### src/rtl/mem_port_arbiter_pkg.sv
// Shared constants for the IF/MEM memory port arbiter: bus widths, reset and enable
// levels, sequencer state and port-owner encodings.
package mem_port_arbiter_pkg;

  localparam int unsigned InstAddrBus = 16;
  localparam int unsigned InstBus     = 16;

  localparam logic        RstEnable  = 1'b1;
  localparam logic        ChipEnable = 1'b1;
  localparam logic [15:0] ZeroWord   = 16'h0000;

  typedef enum logic [1:0] {
    ArbIdle,
    ArbAccess,
    ArbDone
  } arb_state_e;

  typedef enum logic {
    OwnerIf,
    OwnerMem
  } owner_e;

endpackage

### src/rtl/arb_perf_counter.sv
// 16-bit saturating event counter with synchronous clear (built only with ARB_PERF_EN).
`ifdef ARB_PERF_EN
module arb_perf_counter (
  input  logic        clk,
  input  logic        clear,
  input  logic        inc,
  output logic [15:0] count
);

  always_ff @(posedge clk) begin
    if (clear) begin
      count <= '0;
    end else if (inc && (count != 16'hFFFF)) begin
      count <= count + 16'd1;
    end
  end

endmodule
`endif

### src/rtl/mem_port_arbiter.sv
// Shares one single-port memory between IF and MEM with a wait-state sequencer and stall request.
// Define ARB_PERF_EN to add the perf_stall_cnt / perf_ifblk_cnt saturating counters.
module mem_port_arbiter
  import mem_port_arbiter_pkg::*;
#(
  parameter int unsigned WAIT_CYCLES = 1,
  parameter int unsigned ADDR_W      = InstAddrBus,
  parameter int unsigned DATA_W      = InstBus
) (
  input  logic              clk,
  input  logic              rst,
  input  logic              if_ce,
  input  logic [ADDR_W-1:0] if_addr,
  output logic [DATA_W-1:0] if_inst,
  output logic              if_ready,
  input  logic              mem_ce,
  input  logic              mem_we,
  input  logic [ADDR_W-1:0] mem_addr,
  input  logic [DATA_W-1:0] mem_wdata,
  output logic [DATA_W-1:0] mem_rdata,
  output logic              mem_ready,
  output logic              stallreq,
  output logic              ram_ce,
  output logic              ram_we,
  output logic [ADDR_W-2:0] ram_addr,
  output logic [DATA_W-1:0] ram_wdata,
  input  logic [DATA_W-1:0] ram_rdata
`ifdef ARB_PERF_EN
  ,
  output logic [15:0]       perf_stall_cnt,
  output logic [15:0]       perf_ifblk_cnt
`endif
);

  arb_state_e        state_q, state_d;
  owner_e            owner_q, owner_d;
  logic [3:0]        cnt_q, cnt_d;
  logic              grant, last;
  logic              ram_ce_d, ram_we_d, if_ready_d, mem_ready_d;
  logic [ADDR_W-2:0] ram_addr_d;
  logic [DATA_W-1:0] ram_wdata_d, if_inst_d, mem_rdata_d;
  logic              unused_addr_lsb;

  // Byte addresses are halfword aligned; bit 0 carries no information.
  assign unused_addr_lsb = if_addr[0] ^ mem_addr[0];

  assign grant = (state_q == ArbIdle) && (mem_ce || if_ce);
  assign last  = (state_q == ArbAccess) && (cnt_q == 4'd0);

  always_ff @(posedge clk) begin
    if (rst == RstEnable) begin
      state_q   <= ArbIdle;
      owner_q   <= OwnerIf;
      cnt_q     <= '0;
      ram_ce    <= 1'b0;
      ram_we    <= 1'b0;
      ram_addr  <= '0;
      ram_wdata <= DATA_W'(ZeroWord);
      if_inst   <= DATA_W'(ZeroWord);
      mem_rdata <= DATA_W'(ZeroWord);
      if_ready  <= 1'b0;
      mem_ready <= 1'b0;
    end else begin
      state_q   <= state_d;
      owner_q   <= owner_d;
      cnt_q     <= cnt_d;
      ram_ce    <= ram_ce_d;
      ram_we    <= ram_we_d;
      ram_addr  <= ram_addr_d;
      ram_wdata <= ram_wdata_d;
      if_inst   <= if_inst_d;
      mem_rdata <= mem_rdata_d;
      if_ready  <= if_ready_d;
      mem_ready <= mem_ready_d;
    end
  end

  always_comb begin
    state_d = state_q;
    cnt_d   = cnt_q;
    unique case (state_q)
      ArbIdle: begin
        if (mem_ce || if_ce) begin
          state_d = ArbAccess;
          cnt_d   = 4'(WAIT_CYCLES);
        end
      end
      ArbAccess: begin
        if (cnt_q == 4'd0) begin
          state_d = ArbDone;
        end else begin
          cnt_d = cnt_q - 4'd1;
        end
      end
      // No grant from DONE, so a requester still holding ce is not served twice.
      ArbDone: state_d = ArbIdle;
      default: state_d = ArbIdle;
    endcase
  end

  always_comb begin
    owner_d     = owner_q;
    ram_ce_d    = ram_ce;
    ram_we_d    = ram_we;
    ram_addr_d  = ram_addr;
    ram_wdata_d = ram_wdata;
    if_inst_d   = if_inst;
    mem_rdata_d = mem_rdata;
    if_ready_d  = 1'b0;
    mem_ready_d = 1'b0;
    if (grant) begin
      ram_ce_d = ChipEnable;
      if (mem_ce) begin
        owner_d     = OwnerMem;
        ram_we_d    = mem_we;
        ram_addr_d  = mem_addr[ADDR_W-1:1];
        ram_wdata_d = mem_wdata;
      end else begin
        owner_d     = OwnerIf;
        ram_we_d    = 1'b0;
        ram_addr_d  = if_addr[ADDR_W-1:1];
        ram_wdata_d = '0;
      end
    end
    if (last) begin
      ram_ce_d    = 1'b0;
      ram_we_d    = 1'b0;
      ram_addr_d  = '0;
      ram_wdata_d = '0;
      if (owner_q == OwnerIf) begin
        if_inst_d  = ram_rdata;
        if_ready_d = 1'b1;
      end else begin
        if (!ram_we) begin
          mem_rdata_d = ram_rdata;
        end
        mem_ready_d = 1'b1;
      end
    end
  end

  assign stallreq = (mem_ce & ~mem_ready) | (if_ce & ~if_ready);

`ifdef ARB_PERF_EN
  logic mem_owns;
  assign mem_owns = (state_q != ArbIdle) && (owner_q == OwnerMem);

  arb_perf_counter u_stall_cnt (
    .clk   (clk),
    .clear (rst),
    .inc   (stallreq),
    .count (perf_stall_cnt)
  );

  arb_perf_counter u_ifblk_cnt (
    .clk   (clk),
    .clear (rst),
    .inc   (if_ce & mem_owns),
    .count (perf_ifblk_cnt)
  );
`else
  // Performance counters not built.
`endif

endmodule

### config.mk
export PLATFORM = sky130hd
export DESIGN_NAME = mem_port_arbiter
export DESIGN_NICKNAME = d
export VERILOG_FILES = /design/src/rtl/mem_port_arbiter_pkg.sv /design/src/rtl/arb_perf_counter.sv /design/src/rtl/mem_port_arbiter.sv
export SDC_FILE = /design/constraint.sdc
export NUM_CORES = 1
export LEC_CHECK = 0
export BUFFER_PORTS_ARGS = -buffer_cell sky130_fd_sc_hd__buf_4
export CORE_UTILIZATION = 43
export DETAILED_ROUTE_END_ITERATION = 10
export GPL_TIMING_DRIVEN = 0
export PLACE_DENSITY = 0.81
export SETUP_SLACK_MARGIN = 0.3
export SLEW_MARGIN = 20
export SYNTH_ARGS = -nofsm -noshare
export SYNTH_HDL_FRONTEND = slang
export SYNTH_SLANG_ARGS = --single-unit
### constraint.sdc
create_clock -name clk -period 2.2 [get_ports clk]
set_input_delay 0.22 -clock clk [delete_from_list [all_inputs] [get_ports clk]]
set_output_delay 0.22 -clock clk [all_outputs]
set_load 0.02 [all_outputs]
==> results by stage, run 1 <==
Die:
- In this run the count of I/O pins placed on the die edge is 137.
- The floorplan step defined a core boundary enclosing 6830 um2.
- The area of the die is 7450 um2.
- After floorplanning, the core was divided into 30 placement rows.
- Once the floorplan was initialized, standard cells occupied 44.8% of the core.
- From bottom edge to top edge, the die measures 86.3 um.
- The width of the die is 86.3 um.

Cells and area:
- The final design instance area without fill is 4550 um2.
- The antenna cell count is 0.
- The most common cell after layout, fill and taps aside is buf_4.
- From synthesis to final layout, the design area changed by 48.9%.
- In the layout the commonest cells are buf_4 (140), dfxtp_1 (71), nand2b_1 (49).
- The fraction of layout instances using a drive strength above 1 is 38.3%.
- The total number of nets in the final design is 541.

Drt:
- The total vias in the final route is 2,860.
- The routed via count divided by cell count is 5.01.
- The count of nets left with antenna violations once routing finished came out at 0.
- The first detailed-routing pass took 4 iterations.
- The wire length per cell is 14.2 um.
- The post-detailed-routing wire length is 8090 um.
- The DRC violations left is 0.
- The detailed router's first-iteration violation count is 58.

Yosys:
- The net count of the mapped netlist is 388.
- Summing the areas of all xor and xnor instances in the mapped netlist gives 0% of the synthesized area.
- The area share of and/or/nand/nor cells after synthesis is 16.6%.
- The cell count after synthesis is 317.
- The fraction of the mapped netlist area in adder cells is 0.818%.
- Summing the areas of all compound-gate instances in the mapped netlist gives 14.9% of the synthesized area.
- Yosys printed 0 warnings.
- The number of library cell types mapped by synthesis is 34.
- The number of flip-flops and latches in the synthesized netlist is 74.
- Sequential cells were found to cover 48.4% of the synthesized design area.
- A synthesized cell averages 9.65 um2.
- The largest family of logic cells by synthesized area is simple AND/OR/NAND/NOR gates.
- The mapped netlist covers 3060 um2.
- The mux share of post-synthesis cell area is 15.4%.

Clocking:
- The H-tree generated during clock tree synthesis spans 3 levels.
- The number of hold buffers added after CTS was 0.
- The tree built by TritonCTS fans out to 74 sinks.
- The clock network latency to the later pin of the worst-skew pair is 0.34 ns.
- The maximum number of buffers from clock root to sink is 2.
- The clock slew at the register clock pins of the worst setup and hold paths is 0.08 ns.
- The number of clock buffers added by TritonCTS is 9.
- CTS placed an instance of clkbuf_8 at the clock tree root.
- The TritonCTS clock tree is yes.

Power and ir drop:
- The power density over cell area is 783 nW/um2.
- The leakage power total is 2.09 nW.
- The highest ir drop seen on vdd is 0.545 mV.

Critical path:
- Along the worst path, the maximum fanout reaches 6.
- The worst setup path is captured at a flop.
- The type of the setup path with the least slack is reg -> reg.
- Data on the critical path arrives at its endpoint at 2.10 ns.
- The startpoint identified for the worst register-to-register timing path is state_q[0].
- The worst setup path is launched from a flop.
- The worst setup path startpoint is state_q[0].
- At the worst endpoint, the required time is 2.43 ns.

Min path:
- The type of the tightest min-delay check is in -> reg.
- In this run the most critical hold path is launched from mem_wdata[13].

Place:
- Input and output buffers added on the ports amount to 133.
- The HPWL after detailed placement is 5930 um.
- Once placement finished, the instance area stood at 4180 um2.
- The placer's final routability congestion estimate is 0.784.

Global routing:
- The first-pass GRT wire length is 12,500 um.
- The met3 capacity usage during global routing is 8.00%.
- The pin count of the biggest net entering global routing is 14.
- met2 is the most crowded layer.
- The initial antenna violation count is 0.
- The overall global routing resource usage is 21.5%.
- The via count of the first global-routing pass was 2,719.
- In the global route stage, met1 resource usage came out at 25.1%.
- Global routing finished with a remaining overflow of 0.
- Global routing consumed, on the met2 layer, 36.9% of the routing resources.

STA:
- The setup-violating endpoint count in the final report is 0.
- Setup repair after global routing could not meet its margin everywhere.
- Headroom to the max-slew limit came out at 55.5%.
- Summed over all failing endpoints, the final setup total negative slack is 0 ns.
- Hold timing on the final database bottoms out at a slack of 0.120 ns.
- The final critical-path share of the clock period is 85.1%.
- The final number of max-transition violations came to 0.
- The slew at the pin closest to its max-slew limit is 0.665 ns.
- The worst path needs 1.87 ns of the cycle, external delays included.
- The number of endpoints with negative hold slack in the final report is 0.
- The maximum clock frequency is 534 MHz.
- The clock arrives with 0.0123 ns of skew.

Status:
- The run finished with clean final reports.

Run:
- Max-cap violations in this run came to 0.
==> registers in the layout (all words and copies together) (netlist names), 2 cells and up <==
signal	cells
if_inst	16
mem_rdata	16
ram_wdata	16
ram_addr	15
cnt_q	4
state_q	2
==> critical path: stages (launching register included) <==
cell       delay (ns)
dfxtp_2          0.36
or3b_1           0.37
buf_6            0.15
or4b_4           0.47
buf_6            0.15
clkbuf_16        0.15
mux2i_1          0.11
==> kinds of logic after synthesis <==
group / count (synthesis)
AND/OR/NAND/NOR: 88
multiplexers: 47
adder cells (fa/ha/maj): 2
flip-flops: 74
AO/OA/AOI/OAI: 78
buffers and inverters: 28
==> Yosys cell counts, drive strengths merged <==
| master | n | share of area, % |
|---|---|---|
| a211oi | 17 | 4.2 |
| a21bo | 1 | 0.33 |
| a21oi | 36 | 5.9 |
| a221o | 1 | 0.33 |
| a31o | 1 | 0.29 |
| a31oi | 1 | 0.20 |
| and2 | 1 | 0.20 |
| buf | 6 | 1.2 |
| clkbuf | 18 | 2.2 |
| dfxtp | 74 | 48 |
| ha | 2 | 0.82 |
| inv | 4 | 0.49 |
| mux2i | 47 | 15 |
| nand2 | 20 | 2.5 |
| nand2b | 49 | 10 |
| nand3b | 1 | 0.25 |
| nand4b | 2 | 0.57 |
| nor2 | 5 | 0.61 |
| nor2b | 1 | 0.20 |
| nor3 | 2 | 0.49 |
| nor3b | 1 | 0.25 |
| nor4 | 1 | 0.20 |
| o21ai | 18 | 2.9 |
| o21bai | 1 | 0.25 |
| o22ai | 1 | 0.20 |
| o31ai | 1 | 0.25 |
| or2 | 2 | 0.41 |
| or3b | 2 | 0.57 |
| or4b | 1 | 0.33 |
==> path summary, 6_finish.rpt <==
path                        end  slack [ns]  cells after the start
setup / recovery  mem_rdata[15]        0.33                      6
hold reg to reg     if_inst[14]        0.47                      2
hold / removal    ram_wdata[13]        0.12                      3
setup reg to reg  mem_rdata[15]        0.33                      6
==> metal layers <==
layer,vias up,wire [um]
met5,-,0
met1,1315,3420
met3,6,619
li1,1410,-
met4,0,64
met2,129,3990
==> repair_timing <==
| action | 4_1_cts | 5_1_grt |
|---|---|---|
| gates resized for setup | 12 | 16 |
| endpoints found under the setup margin | 52 | 41 |
| buffers inserted | 3 | 5 |
| pin swaps | 0 | 1 |
| gates cloned | 0 | 1 |
==> report_power, final <==
group          internal, W  switching, W
registers          0.00145     0.0000710
logic             0.000394      0.000455
clock network     0.000679      0.000512
==> area by class of cell <==
| cell class | instances | area (um2) |
|---|---|---|
| Clock buffer | 11 | 141 |
| Sequential cell | 74 | 1490 |
| Multi-Input combinational cell | 215 | 1480 |
| Inverter | 4 | 15.0 |
| Buffer | 24 | 134 |
| Clock inverter | 5 | 85.1 |
| Fill cell | 586 | 2280 |
| Timing Repair Buffer | 142 | 1090 |
| Tap cell | 96 | 120 |
==> through the flow <==
step	cells	power, W	setup slack [ns]	util [%]
2_1_floorplan	317	0.00200	0.362	-
3_3_place_gp	546	0.00233	0.139	61.1
3_5_place_dp	546	0.00235	0.0594	61.1
4_1_cts	565	0.00356	0.294	65.2
5_1_grt	571	0.00373	0.268	66.7
6_report	571	0.00356	0.327	66.7
(Power assumes the default switching activity.)
==> run 2, diff against run 1 <==
- CORE_ASPECT_RATIO: unset -> 0.7
- CORE_UTILIZATION: 43 -> 42
- PLACE_DENSITY: 0.81 -> 0.82
- clock period: 2.2 -> 1.68 ns (I/O delays scaled with it)
==> run 2 against run 1 <==
The flow now finishes with violations (negative setup slack). Wire length up 6.8%. Non-clock buffer count is 9 higher. Critical path type unchanged. Setup slack got worse by 0.49 ns. Final area up 3.6%. Clock skew fell by 0.00075 ns. Fmax grew 1.8%. Register-to-register slack worse by 0.49 ns. Via count rose by 2.5%. Largest power group unchanged. Sequential share of layout area decreased by 1.2 points. Final cell count grew 1.2%.
==> results by stage, run 2 (synthesized netlist as in run 1, its figures left out) <==
Status:
- The run finished, with violations left.
- The checks that failed: negative setup slack.

Power and ir drop:
- Summed over all cells, the static leakage comes to 2.17 nW.
- In this run, flip-flops and latches consume 42.9% of the power.
- The switching power as a share of total power is 29.0%.
- The overall power consumption is 0.00464 W.
- The share of total power dissipated in the clock network is 29.6%.
- The power density over cell area is 983 nW/um2.
- The internal power is 0.00329 W.
- The switching power is 0.00135 W.
- Of the total power, combinational logic draws 27.5%.
- Across the VDD grid, the largest voltage drop is 0.506 mV.

Die:
- The number of placement rows is 25.
- The area of the die is 7630 um2.
- The floorplan step set the die height to 73.4 um.
- The initial utilization of the core area, before any placement, comes to 44.4%.
- The width of the die is 104 um.
- In this run the count of I/O pins placed on the die edge is 137.
- The core region is 6880 um2.

Global routing:
- In the global route stage, overall resource usage came out at 23.3%.
- For this run, global-route usage on met1 was measured as 28.9%.
- For this run the aggregate overflow at the end of global routing stands at 0.
- The initial antenna violation count is 0.
- The met3 capacity usage during global routing is 6.03%.
- The global routing met2 resource utilization is 40.7%.
- The global routing stage identified its most utilized layer as met2.
- The pin count of the biggest net entering global routing is 12.
- The via count of the first global-routing pass is 2,884.
- The first-pass GRT wire length is 14,000 um.

STA:
- In the finished design, the share of the clock period the worst path needs comes to 110%.
- At the pin with the least slew margin, the transition time is 0.726 ns.
- The worst slew margin relative to its limit is 51.4%.
- Setup repair after global routing could not meet its margin everywhere.
- The number of endpoints with negative hold slack in the final report came to 0.
- In the post-route analysis, the smallest setup slack over all paths is -0.161 ns.
- The final-layout worst hold slack is 0.0757 ns.
- The final critical path time including I/O delays and setup is 1.84 ns.
- The maximum clock frequency is 543 MHz.
- The total negative slack is -4.82 ns.
- The worst clock skew is 0.0116 ns.
- The final number of max-transition violations is 0.
- Setup violations remaining at the end of the flow were counted as 62.

Place:
- Input and output buffers added on the ports amount to 133.
- Detailed placement ended at an HPWL of 6020 um.
- In this run, placement finished with an instance count of 544.
- Before CTS, the worst setup slack after placement is -0.432 ns.
- The placer's final routability congestion estimate is 0.713.

Clocking:
- The clock sink total is 74.
- The total number of H-tree levels is 3.
- In this run, CTS created clock tree buffers numbering 9.
- The maximum number of buffers from clock root to sink is 2.
- Clock-pin slew was measured on the worst setup and hold paths at 0.07 ns.
- The TritonCTS clock tree is yes.
- The clock tree root driver cell is clkbuf_8.
- The clock network latency to the later pin of the worst-skew pair is 0.34 ns.

Critical path:
- Along the worst path, the maximum fanout reaches 5.
- Data on the critical path arrives at its endpoint at 2.07 ns.
- The kind of start point of the critical path is a flop.
- The kind of end point of the critical path is a flop.
- The data required time at the worst endpoint is 1.90 ns.
- The critical path is of the reg -> reg type.

Cells and area:
- The antenna cell count is 0.
- The number of inserted filler cells in the final layout is 549.
- The library cell used most frequently in the layout, excluding fill and tap cells, is buf_4.
- The largest registers in the layout are if_inst x16, mem_rdata x16, ram_wdata x16.
- The count of non-filler cells in the finished layout is 578.
- The fraction of layout instances using a drive strength above 1 is 41.9%.
- The total number of nets in the final design is 550.
- The top cell types in the final layout, fill and taps aside, are buf_4 (145), dfxtp_1 (70), nand2b_1 (49).
- The area growth from synthesis to layout is 54.3%.

Run:
- The max-capacitance violation count is 0.

Drt:
- In the routed layout, each cell is associated on average with a via count of 5.07.
- After detailed routing, the average wire length per cell comes to 15.0 um.
- For this run, design rule violations remaining after detail routing come to 0.
- The first detailed-routing pass took 4 iterations.
- The post-detailed-routing wire length is 8650 um.
- The total vias in the final route is 2,931.
- Once detail routing completed, the nets flagged for antenna violations numbered 0.
- The detailed router finished its first iteration with 112 violations.

Min path:
- The type of the tightest min-delay check is in -> reg.
==> run 2: changes by cell type in the layout (fill, tap and decap cells not counted), sizes merged <==
cell	previous run	this run
buf	146	158
bufinv	2	1
clkinv	0	1
clkinvlp	1	0
inv	6	4
==> run 2: worst paths after layout <==
kind	startpoint	endpoint	slack, ns	depth (start not counted)
max	state_q[0]	mem_rdata[11]	-0.16	6
min	mem_wdata[14]	ram_wdata[14]	0.08	3
max reg2reg	state_q[0]	mem_rdata[11]	-0.16	6
min reg2reg	ram_wdata[14]	ram_wdata[14]	0.47	2
==> run 2: metal layers <==
layer / share of wire [%] / vias up
met5: 0 / -
met2: 48 / 99
met4: 1.4 / 0
met1: 45 / 1387
met3: 5.4 / 12
li1: - / 1433
==> run 2: power groups by stage <==
stage	logic, W	registers (W)	clock network (W)
finish	0.00127	0.00199	0.00137
detailed placement	0.00108	0.00203	0
CTS	0.00123	0.00199	0.00140
global placement	0.00106	0.00202	0
global route	0.00136	0.00201	0.00148
floorplan	0.000468	0.00218	0
==> run 2: repair_timing <==
| action | 4_1_cts | 5_1_grt |
|---|---|---|
| cloned | 3 | 0 |
| buffers inserted | 14 | 1 |
| setup endpoints to repair | 72 | 75 |
| gates resized for setup | 30 | 16 |
| pin swaps | 5 | 1 |
| hold buffers | 0 | 0 |
==> run 2: critical path: stages (launching register included) <==
cell and delay, ns:
dfxtp_2 0.34, or3b_4 0.38, buf_6 0.13, or4b_4 0.48
buf_8 0.16, buf_12 0.13, mux2i_1 0.11
==> run 2: final cells by class <==
| class | count | area [um2] | area share (%) |
|---|---|---|---|
| inverters | 4 | 15.0 | 0.318 |
| well taps | 94 | 118 | 2.49 |
| clock buffers | 14 | 163 | 3.45 |
| multi-input cells | 215 | 1540 | 32.7 |
| repair buffers | 151 | 1180 | 25.0 |
| flip-flops and latches | 74 | 1490 | 31.5 |
| plain buffers | 24 | 180 | 3.82 |
| clock inverters | 2 | 35.0 | 0.742 |
==> run 2: metrics by stage <==
step / util, % / cell area (um2)
2_1_floorplan: - / 3110
5_1_grt: 68.6 / 4720
3_3_place_gp: 61.3 / 4220
3_5_place_dp: 61.3 / 4220
6_report: 68.6 / 4720
4_1_cts: 67.8 / 4670
